File: config.mk
export PLATFORM = sky130hd
export DESIGN_NAME = rr_mux_arbiter_flat
export DESIGN_NICKNAME = d
export VERILOG_FILES = /design/src/rtl/rr_mux_arbiter_if.sv /design/src/rtl/rr_mux_arbiter.sv /design/src/flat_wrapper.sv
export SDC_FILE = /design/constraint.sdc
export NUM_CORES = 1
export LEC_CHECK = 0
export CORE_AREA = 4 4 46 78
export DETAILED_ROUTE_END_ITERATION = 12
export DIE_AREA = 0 0 50 82
export GPL_ROUTABILITY_DRIVEN = 0
export GPL_TIMING_DRIVEN = 0
export HOLD_SLACK_MARGIN = 0.15
export PLACE_DENSITY = 0.77
export SETUP_SLACK_MARGIN = 0.05
export SKIP_CTS_REPAIR_TIMING = 1
export SLEW_MARGIN = 40
export SYNTH_ARGS = -nofsm -noshare
export SYNTH_HDL_FRONTEND = slang
export SYNTH_SLANG_ARGS = --single-unit
File: constraint.sdc
create_clock -name clk -period 2.5 [get_ports clk]
set_clock_uncertainty 0.05 [all_clocks]
set_input_delay 0.25 -clock clk [delete_from_list [all_inputs] [get_ports clk]]
set_output_delay 0.25 -clock clk [all_outputs]
set_load 0.02 [all_outputs]
File: src/rtl/rr_mux_arbiter_if.sv
// rtl/rr_mux_arbiter_if.sv - requester/consumer bus bundle for the round-robin mux arbiter
interface rr_mux_arbiter_if #(
    parameter int WIDTH = 8
);
    logic [3:0]       req;
    logic [WIDTH-1:0] data_a;
    logic [WIDTH-1:0] data_b;
    logic [WIDTH-1:0] data_c;
    logic [WIDTH-1:0] data_d;
    logic [3:0]       ack;
    logic [3:0]       gnt;
    logic [1:0]       sel;
    logic             out_valid;
    logic             out_ready;
    logic [WIDTH-1:0] out_data;
    logic             busy;

    // Environment side: requesters and the downstream consumer
    modport master (
        output req, data_a, data_b, data_c, data_d, out_ready,
        input  ack, gnt, sel, out_valid, out_data, busy
    );

    // Arbiter side
    modport slave (
        input  req, data_a, data_b, data_c, data_d, out_ready,
        output ack, gnt, sel, out_valid, out_data, busy
    );
endinterface

File: src/rtl/rr_mux_arbiter.sv
// rtl/rr_mux_arbiter.sv - round-robin 4:1 mux arbiter with per-grant burst limit
module rr_mux_arbiter #(
    parameter int WIDTH     = 8,
    parameter int MAX_BURST = 4
) (
    input  logic               clk,
    input  logic               rst,
    rr_mux_arbiter_if.slave    bus
);
    localparam int CW = $clog2(MAX_BURST + 1);

    typedef enum logic {
        IDLE  = 1'b0,
        GRANT = 1'b1
    } state_t;

    state_t          r_state;
    logic [3:0]      r_gnt;
    logic [1:0]      r_sel;
    logic [1:0]      r_ptr;
    logic [CW-1:0]   r_burst_cnt;

    state_t          w_state_n;
    logic [3:0]      w_gnt_n;
    logic [1:0]      w_sel_n;
    logic [1:0]      w_ptr_n;
    logic [CW-1:0]   w_burst_cnt_n;

    logic [2:0]      w_arb_idle;
    logic [2:0]      w_arb_rel;
    logic [1:0]      w_sel_inc;
    logic            w_valid;
    logic            w_xfer;
    logic            w_last;
    logic            w_release;
    logic [WIDTH-1:0] w_mux;

    // Returns {found, index}: first set request searching ptr, ptr+1, .. mod 4.
    // Loop runs from the far end so the nearest hit overwrites the rest.
    function automatic logic [2:0] f_arb(input logic [3:0] req, input logic [1:0] ptr);
        logic [2:0] res;
        logic [1:0] idx;
        res = 3'b000;
        for (int i = 3; i >= 0; i--) begin
            idx = ptr + 2'(i);
            if (req[idx]) begin
                res = {1'b1, idx};
            end
        end
        return res;
    endfunction

    assign w_sel_inc  = r_sel + 2'd1;
    assign w_arb_idle = f_arb(bus.req, r_ptr);
    assign w_arb_rel  = f_arb(bus.req, w_sel_inc);

    // Handshake qualifiers for the currently granted requester
    always_comb begin
        w_valid   = 1'b0;
        w_xfer    = 1'b0;
        w_last    = 1'b0;
        w_release = 1'b0;
        if (r_state == GRANT && !rst) begin
            w_valid   = bus.req[r_sel];
            w_xfer    = w_valid & bus.out_ready;
            w_last    = (r_burst_cnt == CW'(MAX_BURST - 1));
            w_release = !bus.req[r_sel] || (w_xfer && w_last);
        end
    end

    // Full decode of the 4:1 datapath mux
    always_comb begin
        w_mux = '0;
        case (r_sel)
            2'd0:    w_mux = bus.data_a;
            2'd1:    w_mux = bus.data_b;
            2'd2:    w_mux = bus.data_c;
            default: w_mux = bus.data_d;
        endcase
    end

    // Next-state: arbitrate from IDLE, or release and re-arbitrate in the same edge
    always_comb begin
        w_state_n     = r_state;
        w_gnt_n       = r_gnt;
        w_sel_n       = r_sel;
        w_ptr_n       = r_ptr;
        w_burst_cnt_n = r_burst_cnt;
        case (r_state)
            IDLE: begin
                if (w_arb_idle[2]) begin
                    w_state_n     = GRANT;
                    w_sel_n       = w_arb_idle[1:0];
                    w_gnt_n       = 4'b0001 << w_arb_idle[1:0];
                    w_burst_cnt_n = '0;
                end
            end
            GRANT: begin
                if (w_release) begin
                    w_ptr_n       = w_sel_inc;
                    w_burst_cnt_n = '0;
                    if (w_arb_rel[2]) begin
                        w_sel_n = w_arb_rel[1:0];
                        w_gnt_n = 4'b0001 << w_arb_rel[1:0];
                    end else begin
                        w_state_n = IDLE;
                        w_gnt_n   = 4'b0000;
                    end
                end else if (w_xfer) begin
                    w_burst_cnt_n = r_burst_cnt + CW'(1);
                end
            end
            default: begin
                w_state_n = IDLE;
                w_gnt_n   = 4'b0000;
            end
        endcase
    end

    // State register with synchronous reset
    always_ff @(posedge clk) begin
        if (rst) begin
            r_state     <= IDLE;
            r_gnt       <= 4'b0000;
            r_sel       <= 2'b00;
            r_ptr       <= 2'b00;
            r_burst_cnt <= '0;
        end else begin
            r_state     <= w_state_n;
            r_gnt       <= w_gnt_n;
            r_sel       <= w_sel_n;
            r_ptr       <= w_ptr_n;
            r_burst_cnt <= w_burst_cnt_n;
        end
    end

    // Outputs; handshake side is forced quiet while reset is asserted
    always_comb begin
        bus.gnt       = r_gnt;
        bus.sel       = r_sel;
        bus.out_valid = w_valid;
        bus.ack       = w_xfer ? (4'b0001 << r_sel) : 4'b0000;
        bus.out_data  = (r_state == GRANT && !rst) ? w_mux : '0;
        bus.busy      = (r_state == GRANT) && !rst;
    end
endmodule

File: src/flat_wrapper.sv
// flat-port wrapper written by rule: the top's interface ports become plain ports
module rr_mux_arbiter_flat 
#(
    parameter int WIDTH     = 8,
    parameter int MAX_BURST = 4
)
  (clk, rst, bus_req, bus_data_a, bus_data_b, bus_data_c, bus_data_d, bus_out_ready, bus_ack, bus_gnt, bus_sel, bus_out_valid, bus_out_data, bus_busy);
  rr_mux_arbiter_if #(.WIDTH(WIDTH)) bus_i ();
  input  logic clk;
  input  logic rst;
  input wire logic [$bits(bus_i.req)-1:0] bus_req;
  input wire logic [$bits(bus_i.data_a)-1:0] bus_data_a;
  input wire logic [$bits(bus_i.data_b)-1:0] bus_data_b;
  input wire logic [$bits(bus_i.data_c)-1:0] bus_data_c;
  input wire logic [$bits(bus_i.data_d)-1:0] bus_data_d;
  input wire logic [$bits(bus_i.out_ready)-1:0] bus_out_ready;
  output wire logic [$bits(bus_i.ack)-1:0] bus_ack;
  output wire logic [$bits(bus_i.gnt)-1:0] bus_gnt;
  output wire logic [$bits(bus_i.sel)-1:0] bus_sel;
  output wire logic [$bits(bus_i.out_valid)-1:0] bus_out_valid;
  output wire logic [$bits(bus_i.out_data)-1:0] bus_out_data;
  output wire logic [$bits(bus_i.busy)-1:0] bus_busy;
  assign bus_i.req = bus_req;
  assign bus_i.data_a = bus_data_a;
  assign bus_i.data_b = bus_data_b;
  assign bus_i.data_c = bus_data_c;
  assign bus_i.data_d = bus_data_d;
  assign bus_i.out_ready = bus_out_ready;
  assign bus_ack = bus_i.ack;
  assign bus_gnt = bus_i.gnt;
  assign bus_sel = bus_i.sel;
  assign bus_out_valid = bus_i.out_valid;
  assign bus_out_data = bus_i.out_data;
  assign bus_busy = bus_i.busy;
  rr_mux_arbiter #(.WIDTH(WIDTH), .MAX_BURST(MAX_BURST)) u_core (.clk(clk), .rst(rst), .bus(bus_i));
endmodule
==> results of run 1 <==
where the power goes:
part | leakage (nW) | switching (mW) | internal (mW)
registers | 0.0993 | 0.0179 | 0.210
logic | 0.767 | 0.205 | 0.202
clock network | 0.0288 | 0.0739 | 0.139
cell type report:
class | instances | area (um^2) | share of cell area (%)
tap | 42 | 52.6 | 2.92
sequential | 12 | 243 | 13.5
timing repair buffer | 55 | 581 | 32.3
multi-input combinational | 115 | 774 | 43.0
inverter | 7 | 26.3 | 1.46
buffer | 12 | 67.6 | 3.76
clock buffer | 4 | 55.1 | 3.06
path summary, 6_finish.rpt:
path | startpoint | endpoint | depth (start not counted)
min | bus_req[3] | u_core.r_state | 3
max | u_core.bus.sel[0] | bus_out_data[1] | 8
min reg2reg | u_core.r_burst_cnt[2] | u_core.r_burst_cnt[2] | 2
max reg2reg | u_core.bus.sel[0] | u_core.bus.sel[0] | 7
routing by layer:
| metal | vias to the layer above | part of all wire [%] | wire length (um) | track usage, % |
|---|---|---|---|---|
| li1 | 652 | - | - | - |
| met1 | 618 | 35 | 1410 | 18.9 |
| met2 | 50 | 59 | 2360 | 42.0 |
| met3 | 6 | 4.3 | 171 | 1.45 |
| met4 | 0 | 1.6 | 64 | 11.4 |
| met5 | - | 0 | 0 | 0 |
per-stage QoR:
stage / setup TNS, ps / cells
global route: 0 / 247
finish: 0 / 247
detailed placement: -559 / 244
global placement: -322 / 244
floorplan: 0 / 148
CTS: -3640 / 248
sequential cells by signal (all words and copies together), names as in the netlist:
register / flops
u_core.r_state: 1
u_core.r_ptr: 2
u_core.bus.sel: 2
u_core.bus.gnt: 4
u_core.r_burst_cnt: 3
cell usage in the layout, fill, tap and decap left out, types with 2 or more instances in the layout:
master           count
clkdlybuf4s50_1     41
nor2_1              31
a21oi_1             19
dlymetal6s2s_1      13
dfxtp_1             10
a222oi_1             8
inv_1                7
nand2b_1             6
ha_1                 5
and2_1               4
nand2_1              4
clkbuf_8             4
clkbuf_1             3
buf_2                3
clkbuf_2             3
o21ai_0              3
nor3_1               3
a211oi_1             3
buf_6                2
a311oi_2             2
o41ai_1              2
ha_2                 2
dfxtp_2              2
cells by family after synthesis:
group | count (synthesis) | synth area share, %
mux | 3 | 3.97
simple gates | 58 | 25.4
flops | 12 | 21.8
compound gates | 47 | 31.9
fa+ha+maj | 7 | 7.94
buf+inv | 21 | 9.07
tightest hold or removal path, stage by stage:
cell	delay, ps
buf_2	160
nor4_1	100
nor2_1	80
==> metrics.txt, run 1 <==
Top cell by count, worst path nor2_1; CTS max path bufs 2; root buf cell clkbuf_8; CP startpoint kind flip-flop; critical path cell sequence buf_6 -> inv_1 -> ha_2 -> a222oi_1 -> nor2_1 -> a21oi_1 -> nor2_1 -> dlymetal6s2s_1; max cap viols 0; final design area excluding fillers 1800 um^2; Clock Pin Slew Worst Setup and Hold Paths 50 ps; Cell Area, Synth 1100 um^2; outcome completed; WS Path Type reg -> out; final setup fails 0; list of most frequent post-synthesis cells nor2_1 (31), a21oi_1 (19), dfxtp_1 (12), a222oi_1 (8); Pwr Total 0.848 mW; slowest stage cell on the critical path a222oi_1; vias 1,326; vias in the first global route 1,362; Ant. Diodes 0; Critical Path AT 2010 ps; largest delay contributor family on the critical path compound AO/OA/AOI/OAI gates; Fin. Hold Viols 0; Worst slew margin 57.4%; routed vias/inst 5.37; Post-synth ARST share 0%; max-slew violations 0; Synth Flop Type dfxtp_1; FMAX 0.434 GHz; drt first pass iters 4; Seq/Total Area, Yosys 21.8%; fill cell count 281; Skew-Pair Late Insertion Delay 240 ps; synth warn 0; Die Height 82 um; initial antenna violation count 0; Final #Nets 252; first-pass GRT wire length 6430 um; CTS buffer count 3; Worst Setup End Kind output pin; CORE AREA 2960 um^2; drt total wl 4010 um; Least-Margin Pin Slew 638 ps; Worst Path Required 2200 ps; Starting Density 37.3%; row cnt 26; die area 4100 um^2; Synth Register Bits 12; total track usage 20.4%; final worst path period need 2310 ps; Final period util 92.2%; power per standard cell area 471 nW/um^2; biggest area consumer among synthesized cells dfxtp_1; Chip Width 50 um; Layout area overhead 63.0%; placed cell areas 1700 um^2; CP Buf/Inv Count 3; CP Max Fanout 9; leakage power 0.895 nW; Post-route DRC 0; Core Util, Final 60.8%; crit path setup slack, layout 194 ps; Cells after Synth 148; remaining antenna violation count 0; IO buf count 54; CTS tree yes; Synth area leaders dfxtp_1 (22%), nor2_1 (11%), a21oi_1 (8.6%); CTS H-tree lvls 1; Routed WL per cell 16.2 um; pre-CTS WS -130 ps; IO Count 59; dominant cell by count in the synthesized netlist nor2_1; CP max stage delay 430 ps; Hold WS 336 ps; Syn Area/Cell 7.46 um^2; gr ovfl total 0; area share of the largest cell type after synthesis 21.8%; Min-Delay Path Class in -> reg; largest net degree at the start of global routing 11; unrepaired setup endpoints after global routing yes; peak supply drop 0.000285 V; number of synthesized flops with an enable pin 0; 1st-iter DRT viols 36; share of cells above drive strength 1 14.1%; Yosys cell types 41; Post-DP HPWL 3280 um; clock tree sinks 12; R2R setup slack 260 ps; post-synthesis net count 194
Note: power is estimated with default switching activity, not from simulation.
==> run 2: changes to the inputs <==
==> constraint.sdc (replaced) <==
create_clock -name clk -period 2.4 [get_ports clk]
set_clock_uncertainty 0.05 [all_clocks]
set_input_delay 0.24 -clock clk [delete_from_list [all_inputs] [get_ports clk]]
set_output_delay 0.24 -clock clk [all_outputs]
set_load 0.02 [all_outputs]
==> run 2 against run 1 <==
  * Clock power is 3% higher
  * Total power is 6.6% higher
  * Core utilization is 0.30 points higher
  * Critical path depth is 3 lower
==> metrics.txt, run 2 (synthesized netlist as in run 1, its figures left out) <==
CTS H-tree lvls 1; CTS tree yes; Post-DP HPWL 3280 um; clock tree sinks 12; Chip Width 50 um; unrepaired setup endpoints after global routing yes; WS Path Type reg -> out; Routed WL per cell 16.3 um; commonest non-fill, non-tap cell in the layout clkdlybuf4s50_1; hold path cells 3; IO Count 59; Ant. Diodes 0; Min-Delay Path Class in -> reg; peak supply drop 0.000296 V; Die Height 82 um; Final period util 94.2%; CP startpoint kind flip-flop; outcome completed; vias in the first global route 1,362; CP Buf/Inv Count 2; fill cell count 279; first-pass GRT wire length 6430 um; power per standard cell area 500 nW/um^2; share of cells above drive strength 1 18.0%; Clock Pin Slew Worst Setup and Hold Paths 50 ps; Final #Nets 253; drt first pass iters 6; CTS buffer count 3; largest net degree at the start of global routing 11; Worst Hold Launch bus_req[3]; R2R setup slack 210 ps; CP max stage delay 560 ps; root buf cell clkbuf_8; r2r endpoint u_core.bus.sel[0]; Worst R2R Start u_core.bus.sel[0]; IO buf count 54; Post-route DRC 0; Critical Path AT 1970 ps; Worst Path Required 2110 ps; Skew-Pair Late Insertion Delay 240 ps; Least-Margin Pin Slew 639 ps; slowest stage cell on the critical path mux4_2; die area 4100 um^2; total track usage 20.4%; remaining antenna violation count 0; initial antenna violation count 0; max reg flops 4; R2R depth 7; largest delay contributor family on the critical path multiplexers; register area 248 um^2; max-slew violations 0; Worst Setup End Kind output pin; routed vias/inst 5.41; FMAX 0.442 GHz; gr ovfl total 0; final setup fails 0; leakage power 0.829 nW; CP Max Fanout 6; CTS max path bufs 2; row cnt 26; critical path cell sequence buf_8 -> mux4_2 -> and3_2 -> and2_1 -> dlymetal6s2s_1; 1st-iter DRT viols 37; max cap viols 0; most frequent cells in the layout clkdlybuf4s50_1 (41), nor2_1 (31), a21oi_1 (19), dfxtp_1 (10); setup TNS 0 ps; final worst path period need 2260 ps; Pwr Total 0.903 mW; Worst slew margin 57.3%; Starting Density 37.3%; Fin. Hold Viols 0; drt total wl 4050 um; Layout area overhead 63.8%; vias 1,342; Hold EP u_core.r_state; CORE AREA 2960 um^2; multi-input logic area 795 um^2
[run 2: changes by cell type in the layout (fill, tap and decap cells not counted)]
cell / previous run / this run
buf_6: 2 / 1
dfxtp_2: 2 / 0
buf_2: 3 / 4
dfxtp_4: 0 / 2
clkbuf_2: 3 / 6
ha_4: 0 / 2
buf_8: 0 / 1
ha_2: 2 / 0
inv_1: 7 / 6
clkinvlp_4: 0 / 1
clkbuf_1: 3 / 2
dlymetal6s2s_1: 13 / 8
buf_4: 1 / 4
[run 2: worst register-to-register path, cell delays in order (launching register included)]
cell        delay, ps
dfxtp_4           370
buf_8             120
clkinvlp_4        130
ha_4              340
mux2_2            350
a221oi_2          370
a21oi_1           130
a211oi_1          240
[run 2: how the worst max path moves through the flow]
stage,from,endpoint,slack [ps],cells past startpoint
finish,u_core.bus.sel[0],bus_ack[1],140,5
detailed placement,u_core.bus.sel[0],bus_out_data[1],-220,9
floorplan,u_core.bus.sel[0],u_core.bus.sel[0],120,7
global placement,u_core.bus.sel[0],bus_out_data[1],-210,9
global route,u_core.bus.sel[0],bus_out_data[3],30,8
CTS,u_core.bus.sel[0],bus_out_data[1],-490,9
[run 2: layout make-up]
type                    count  share of cell area [%]
multi-input cells         115                    43.9
repair buffers             57                    31.0
flip-flops and latches     12                    13.7
plain buffers              11                    3.74
clock buffers               4                    3.04
well taps                  42                    2.91
inverters                   7                    1.66
[run 2: layer usage]
layer	up-vias	global-route usage (%)	wire length, um
li1	655	-	-
met1	629	18.9	1400
met2	52	42.0	2400
met3	6	1.45	182
met4	0	11.4	72
met5	-	0	0
[run 2: per-stage QoR]
stage          hold slack, ps  cell area, um^2  std cells  setup slack, ps  util [%]
2_1_floorplan             291             1100        148              117         -
6_report                  326             1810        248              140      61.1
3_3_place_gp              411             1700        244             -205      57.3
4_1_cts                   315             1750        248             -486      59.2
3_5_place_dp              434             1700        244             -220      57.3
5_1_grt                   358             1810        248             30.4      61.1
[run 2: report_power, final]
part	switching (mW)	leakage, nW	internal [mW]	total [mW]
clock	0.0752	0.0288	0.145	0.220
sequential	0.0202	0.0999	0.219	0.239
combinational	0.220	0.701	0.224	0.444
total	0.316	0.829	0.588	0.903
